$ cat config.mk
export PLATFORM = sky130hd
export DESIGN_NAME = noc_local_inject_arbiter
export DESIGN_NICKNAME = d
export VERILOG_FILES = /design/src/rtl/noc_local_inject_arbiter.sv
export SDC_FILE = /design/constraint.sdc
export NUM_CORES = 1
export LEC_CHECK = 0
export CAP_MARGIN = 30
export CELL_PAD_IN_SITES_DETAIL_PLACEMENT = 1
export CELL_PAD_IN_SITES_GLOBAL_PLACEMENT = 2
export CORE_ASPECT_RATIO = 1.5
export CORE_MARGIN = 4
export CORE_UTILIZATION = 19
export DETAILED_ROUTE_END_ITERATION = 8
export PLACE_DENSITY_LB_ADDON = 0.12
export SETUP_SLACK_MARGIN = 0.2
export SKIP_CTS_REPAIR_TIMING = 1
export SLEW_MARGIN = 15
export SYNTH_ARGS = -nofsm -noshare
export SYNTH_HDL_FRONTEND = slang
export SYNTH_SLANG_ARGS = --single-unit
$ cat constraint.sdc
create_clock -name clk -period 5.5 [get_ports clk]
set_input_delay 0.55 -clock clk [delete_from_list [all_inputs] [get_ports clk]]
set_output_delay 0.55 -clock clk [all_outputs]
set_load 0.05 [all_outputs]
$ cat src/rtl/noc_local_inject_arbiter.sv
`default_nettype none
// ============================================================================
// Module      : noc_local_inject_arbiter
// Description : Packet-level round-robin arbiter sharing the router local (P)
//               injection port among NumReq tile-side requesters. A grant is
//               held from head flit to tail flit, so packets never interleave.
//               One output register stage drives data_p_out/data_void_out and
//               honours the router stop_in.
//               Optional feature macro: NOC_INJECT_ERR_EN adds the err_proto
//               output, a one-cycle pulse flagging framing violations.
// Revision    : 1.0 - initial release
// ============================================================================
module noc_local_inject_arbiter #(
    parameter int NumReq = 4,
    parameter int Width  = 66
) (
    input  logic                          clk,
    input  logic                          rst,
    input  logic [NumReq-1:0][Width-1:0]  req_data_in,
    input  logic [NumReq-1:0]             req_void_in,
    output logic [NumReq-1:0]             req_stop_out,
    output logic [Width-1:0]              data_p_out,
    output logic                          data_void_out,
    input  logic                          stop_in
`ifdef NOC_INJECT_ERR_EN
    ,
    output logic                          err_proto
`endif
);

    localparam int         c_PTR_W     = (NumReq > 1) ? $clog2(NumReq) : 1;
    localparam int         c_HEAD_BIT  = Width - 1;
    localparam int         c_TAIL_BIT  = Width - 2;
    localparam logic [0:0] c_ST_IDLE   = 1'b0;
    localparam logic [0:0] c_ST_LOCKED = 1'b1;

    // Registered state
    logic [0:0]          state_q,     state_d;
    logic [c_PTR_W-1:0]  owner_q,     owner_d;
    logic [c_PTR_W-1:0]  rr_ptr_q,    rr_ptr_d;
    logic                out_valid_q, out_valid_d;
    logic [Width-1:0]    out_flit_q,  out_flit_d;
`ifdef NOC_INJECT_ERR_EN
    logic                err_q,       err_d;
`endif

    // Combinational arbitration signals
    logic                w_can_load;
    logic [NumReq-1:0]   w_eligible;
    logic                w_win_found;
    logic [c_PTR_W-1:0]  w_win_idx;
    logic                w_acc_any;
    logic [c_PTR_W-1:0]  w_acc_idx;
    logic [Width-1:0]    w_acc_flit;

    // Increment an index modulo NumReq (NumReq need not be a power of two).
    function automatic logic [c_PTR_W-1:0] f_inc_wrap(input logic [c_PTR_W-1:0] v);
        if (int'(v) == NumReq - 1) begin
            return '0;
        end
        return v + 1'b1;
    endfunction

    // State register: output stage, FSM, lock owner and round-robin pointer.
    always_ff @(posedge clk) begin
        if (rst) begin
            state_q     <= c_ST_IDLE;
            owner_q     <= '0;
            rr_ptr_q    <= '0;
            out_valid_q <= 1'b0;
            out_flit_q  <= '0;
`ifdef NOC_INJECT_ERR_EN
            err_q       <= 1'b0;
`endif
        end else begin
            state_q     <= state_d;
            owner_q     <= owner_d;
            rr_ptr_q    <= rr_ptr_d;
            out_valid_q <= out_valid_d;
            out_flit_q  <= out_flit_d;
`ifdef NOC_INJECT_ERR_EN
            err_q       <= err_d;
`endif
        end
    end

    // Round-robin search: first non-void head flit at or after rr_ptr.
    always_comb begin : p_winner
        logic [c_PTR_W:0] v_sum;
        v_sum       = '0;
        w_eligible  = '0;
        w_win_found = 1'b0;
        w_win_idx   = '0;
        for (int i = 0; i < NumReq; i++) begin
            w_eligible[i] = !req_void_in[i] && req_data_in[i][c_HEAD_BIT];
        end
        for (int k = 0; k < NumReq; k++) begin
            v_sum = {1'b0, rr_ptr_q} + (c_PTR_W + 1)'(k);
            if (v_sum >= (c_PTR_W + 1)'(NumReq)) begin
                v_sum = v_sum - (c_PTR_W + 1)'(NumReq);
            end
            if (!w_win_found && w_eligible[v_sum[c_PTR_W-1:0]]) begin
                w_win_found = 1'b1;
                w_win_idx   = v_sum[c_PTR_W-1:0];
            end
        end
    end

    // Output decode: which requester (if any) is accepted this cycle.
    always_comb begin
        w_can_load   = !out_valid_q || !stop_in;
        w_acc_any    = 1'b0;
        w_acc_idx    = '0;
        req_stop_out = '1;
        if (!rst && w_can_load) begin
            if (state_q == c_ST_IDLE) begin
                if (w_win_found) begin
                    w_acc_any = 1'b1;
                    w_acc_idx = w_win_idx;
                end
            end else if (!req_void_in[owner_q]) begin
                // A void cycle from the owner simply holds the lock.
                w_acc_any = 1'b1;
                w_acc_idx = owner_q;
            end
        end
        if (w_acc_any) begin
            req_stop_out[w_acc_idx] = 1'b0;
        end
        w_acc_flit    = req_data_in[w_acc_idx];
        data_p_out    = out_flit_q;
        data_void_out = !out_valid_q;
    end

    // Next-state logic: load the output stage and advance the packet lock.
    always_comb begin
        state_d     = state_q;
        owner_d     = owner_q;
        rr_ptr_d    = rr_ptr_q;
        out_valid_d = out_valid_q;
        out_flit_d  = out_flit_q;
        if (w_can_load) begin
            // Refill in the same cycle the held flit leaves: no bubble.
            out_valid_d = w_acc_any;
            if (w_acc_any) begin
                out_flit_d = w_acc_flit;
            end
        end
        if (w_acc_any) begin
            if (w_acc_flit[c_TAIL_BIT]) begin
                state_d  = c_ST_IDLE;
                rr_ptr_d = f_inc_wrap(w_acc_idx);
            end else if (state_q == c_ST_IDLE) begin
                state_d = c_ST_LOCKED;
                owner_d = w_acc_idx;
            end
        end
    end

`ifdef NOC_INJECT_ERR_EN
    // Framing check: body flit offered while idle, or a second head from the owner.
    always_comb begin
        err_d = 1'b0;
        if (state_q == c_ST_IDLE) begin
            for (int i = 0; i < NumReq; i++) begin
                if (!req_void_in[i] && !req_data_in[i][c_HEAD_BIT]) begin
                    err_d = 1'b1;
                end
            end
        end else if (!req_void_in[owner_q] && req_data_in[owner_q][c_HEAD_BIT]) begin
            err_d = 1'b1;
        end
    end

    assign err_proto = err_q;
`endif

endmodule
`default_nettype wire

==> results.toml <==
[status]
status = "complete, no violations"

[setup_path]
arrival_ns = 3.68
critPathMostFrequentCell = "clkdlybuf4s50_1"
crit_buf_inv = 2
criticalPathCategory = "input pin to output port"
cp.required_ns = 4.95
cp_cell_sequence = "clkdlybuf4s50_1 -> nor4bb_1 -> nor2_1 -> o211a_1 -> nand2b_2 -> ha_1 -> nand2_1 -> clkdlybuf4s50_1"
start_kind = "input pin"
cp_max_fo = 29
r2r-start = "rr_ptr_q[1]"
cp_top_family = "buffers and inverters"
critPathCaptureType = "output port"
critPathLaunch = "req_data_in[197]"
slowest_stage = "clkdlybuf4s50_1"
slowest_delay_ns = 0.80

[logic_synthesis]
yosys.area.top_type = "dfxtp_1"
async_flop_share_pct = 0
synth_nets = 729
yosys.area_share.adder_pct = 1.13
synth.distinct_cells = 45
synth_edf_count = 0
syn-cell-area_mm2 = 0.00442
ys_ff_latch = 72
synth_top_area_share_pct = 32.6
yosys-top-cells-area = "dfxtp_1 33%, mux2i_1 30%, o221ai_1 13%"
synth.mux.area_fraction_pct = 30.4
netlist_instances = 454
yosys.area_share.simple_pct = 10.9
synth_top_family_by_area = "multiplexers"
synth-compound-area-share_pct = 16.9
avgSynthCellArea_um2 = 9.74
yosys_most_used_dff = "dfxtp_1"
synth_xor_area_share_pct = 0
ys_warn_count = 0
ys_seq_area_share_pct = 32.6

[cts]
h-tree-depth = 3
cts_buffers = 9
path_clk_slew_ns = 0.06
cts.sinks = 72
cts.path.max_buffers = 2
cts_tree = "built"
clkLatencyLatePin_ns = 0.35
cts-root-buf = "clkbuf_16"

[floorplanning]
dieArea_mm2 = 0.0258
row_count = 68
top_level_ports = 342
start_util_pct = 19.3
fp.dieW_um = 133
coreArea_mm2 = 0.0230
fp.dieH_um = 195

[timing]
skew_ns = 0.0123
rsz0062_at_grt = "false"
finalHoldViolCount = 0
finalSetupViolCount = 0
tns_ns = 0
max_freq_mhz = 236
max-slew-margin-rel_pct = 41.5
tightest_slew_ns = 0.878
final_max_slew_viol_count = 0
post-route-period-util_pct = 77.0
period_needed_ns = 4.23

[global_route]
grt_max_degree = 66
grt_pass1_wl_mm = 32.8
grt_pass1_vias = 5614
overflow = 0
antenna_found_initial = 4
grt_usage_pct = 16.5

[power]
total_power_w = 0.00258
peakVddDrop_mv = 0.167
power.density_mw_per_mm2 = 311
power.leakage_nw = 3.75

[worst_hold_path]
holdCritPathClass = "flip-flop to flip-flop"
hp-start = "data_p_out[57]"

[drt]
viasPerCell = 4.66
drtIter0Drc = 122
drc = 0
drt_pass1_iterations = 4
num_vias = 4942
wl_mm = 21.8
avgRoutedWirePerCell_um = 20.6
ant_nets = 0

[layout]
area_growth_pct = 87.5
final_cell_mix = "341 x clkdlybuf4s50_1, 133 x mux2i_1, 79 x nand2_1, 72 x dfxtp_1, 66 x o221ai_1"
layout-drive-gt1-share_pct = 3.99
final_core_util_pct = 36.1
final_common_cell = "clkdlybuf4s50_1"
final_cells = 1061
layout.nets = 1047
stdcell_area_mm2 = 0.00829

[placement]
dpl_cell_area_mm2 = 0.00791
dp_hpwl_mm = 17.1
port_buffers = 341
dp.cells = 1040
gp_routability_congestion = 0.783

[flow_run]
maxCapViolCount = 0
[kinds of logic (layout without fill, tap and decap cells)]
family	after synthesis	in the layout
adder cells (fa/ha/maj)	4	4
multiplexers	134	134
flip-flops	72	72
AO/OA/AOI/OAI	92	92
AND/OR/NAND/NOR	106	106
other	0	4
buffers and inverters	46	369
[worst paths after layout]
kind / endpoint / slack, ns / depth (start not counted)
worst max-delay path: req_stop_out[0] / 1.27 / 8
worst min register to register: data_p_out[57] / 0.46 / 2
worst max register to register: data_p_out[58] / 2.04 / 7
worst min-delay path: data_p_out[57] / 0.46 / 2
[registers in the layout, summed over array words and instances (netlist names)]
name,flops
state_q,1
owner_q,2
data_p_out,66
out_valid_q,1
rr_ptr_q,2
[cell usage after synthesis (2+ instances only)]
master,number
nand3b_1,2
clkbuf_8,2
inv_1,5
nor4b_1,2
buf_8,3
mux2i_1,133
o211ai_1,5
buf_2,14
clkbuf_1,5
o221ai_1,66
nor2_1,6
nor3b_1,2
nand2_1,79
dlymetal6s2s_1,2
dfxtp_1,72
dlygate4sd1_1,2
ha_1,4
nand2b_1,5
buf_6,8
a21oi_1,7
nor2b_1,2
o21ai_1,4
o21ai_0,2
[per-stage QoR]
stage          setup slack (ns)  hold slack (ns)
2_1_floorplan              2.61            0.474
3_3_place_gp               1.36            0.443
3_5_place_dp               1.22            0.452
4_1_cts                    1.22            0.471
5_1_grt                    1.07            0.488
6_report                   1.27            0.461
[cell type report]
type	instances	area [um^2]
Timing Repair Buffer	347	3480
Clock buffer	11	243
Antenna cell	4	10.0
Inverter	6	22.5
Sequential cell	72	1440
Fill cell	2640	14700
Multi-Input combinational cell	336	2640
Tap cell	280	350
Clock inverter	5	104
[report_power, final]
| group | internal (W) | total (W) | leakage, nW | switching [W] |
|---|---|---|---|---|
| clock | 0.000456 | 0.000704 | 0.170 | 0.000248 |
| combinational | 0.000490 | 0.00118 | 2.98 | 0.000690 |
| sequential | 0.000636 | 0.000699 | 0.600 | 0.0000625 |
| total | 0.00158 | 0.00258 | 3.75 | 0.00100 |
[layer usage]
layer,global-route usage [%],vias up,part of all wire [%]
met3,4.51,23,5.7
met5,0,-,0
li1,-,2361,-
met2,31.7,191,56
met4,5.70,0,2.3
met1,16.8,2367,36
[tightest hold or removal path, delay by kind of cell, from the launching register on]
family	cells	cell delay, ns
AOI/OAI and AO/OA	1	0.05
DFF	1	0.32
and+or+nand+nor	1	0.05
Power figures use the tool's default switching activity.
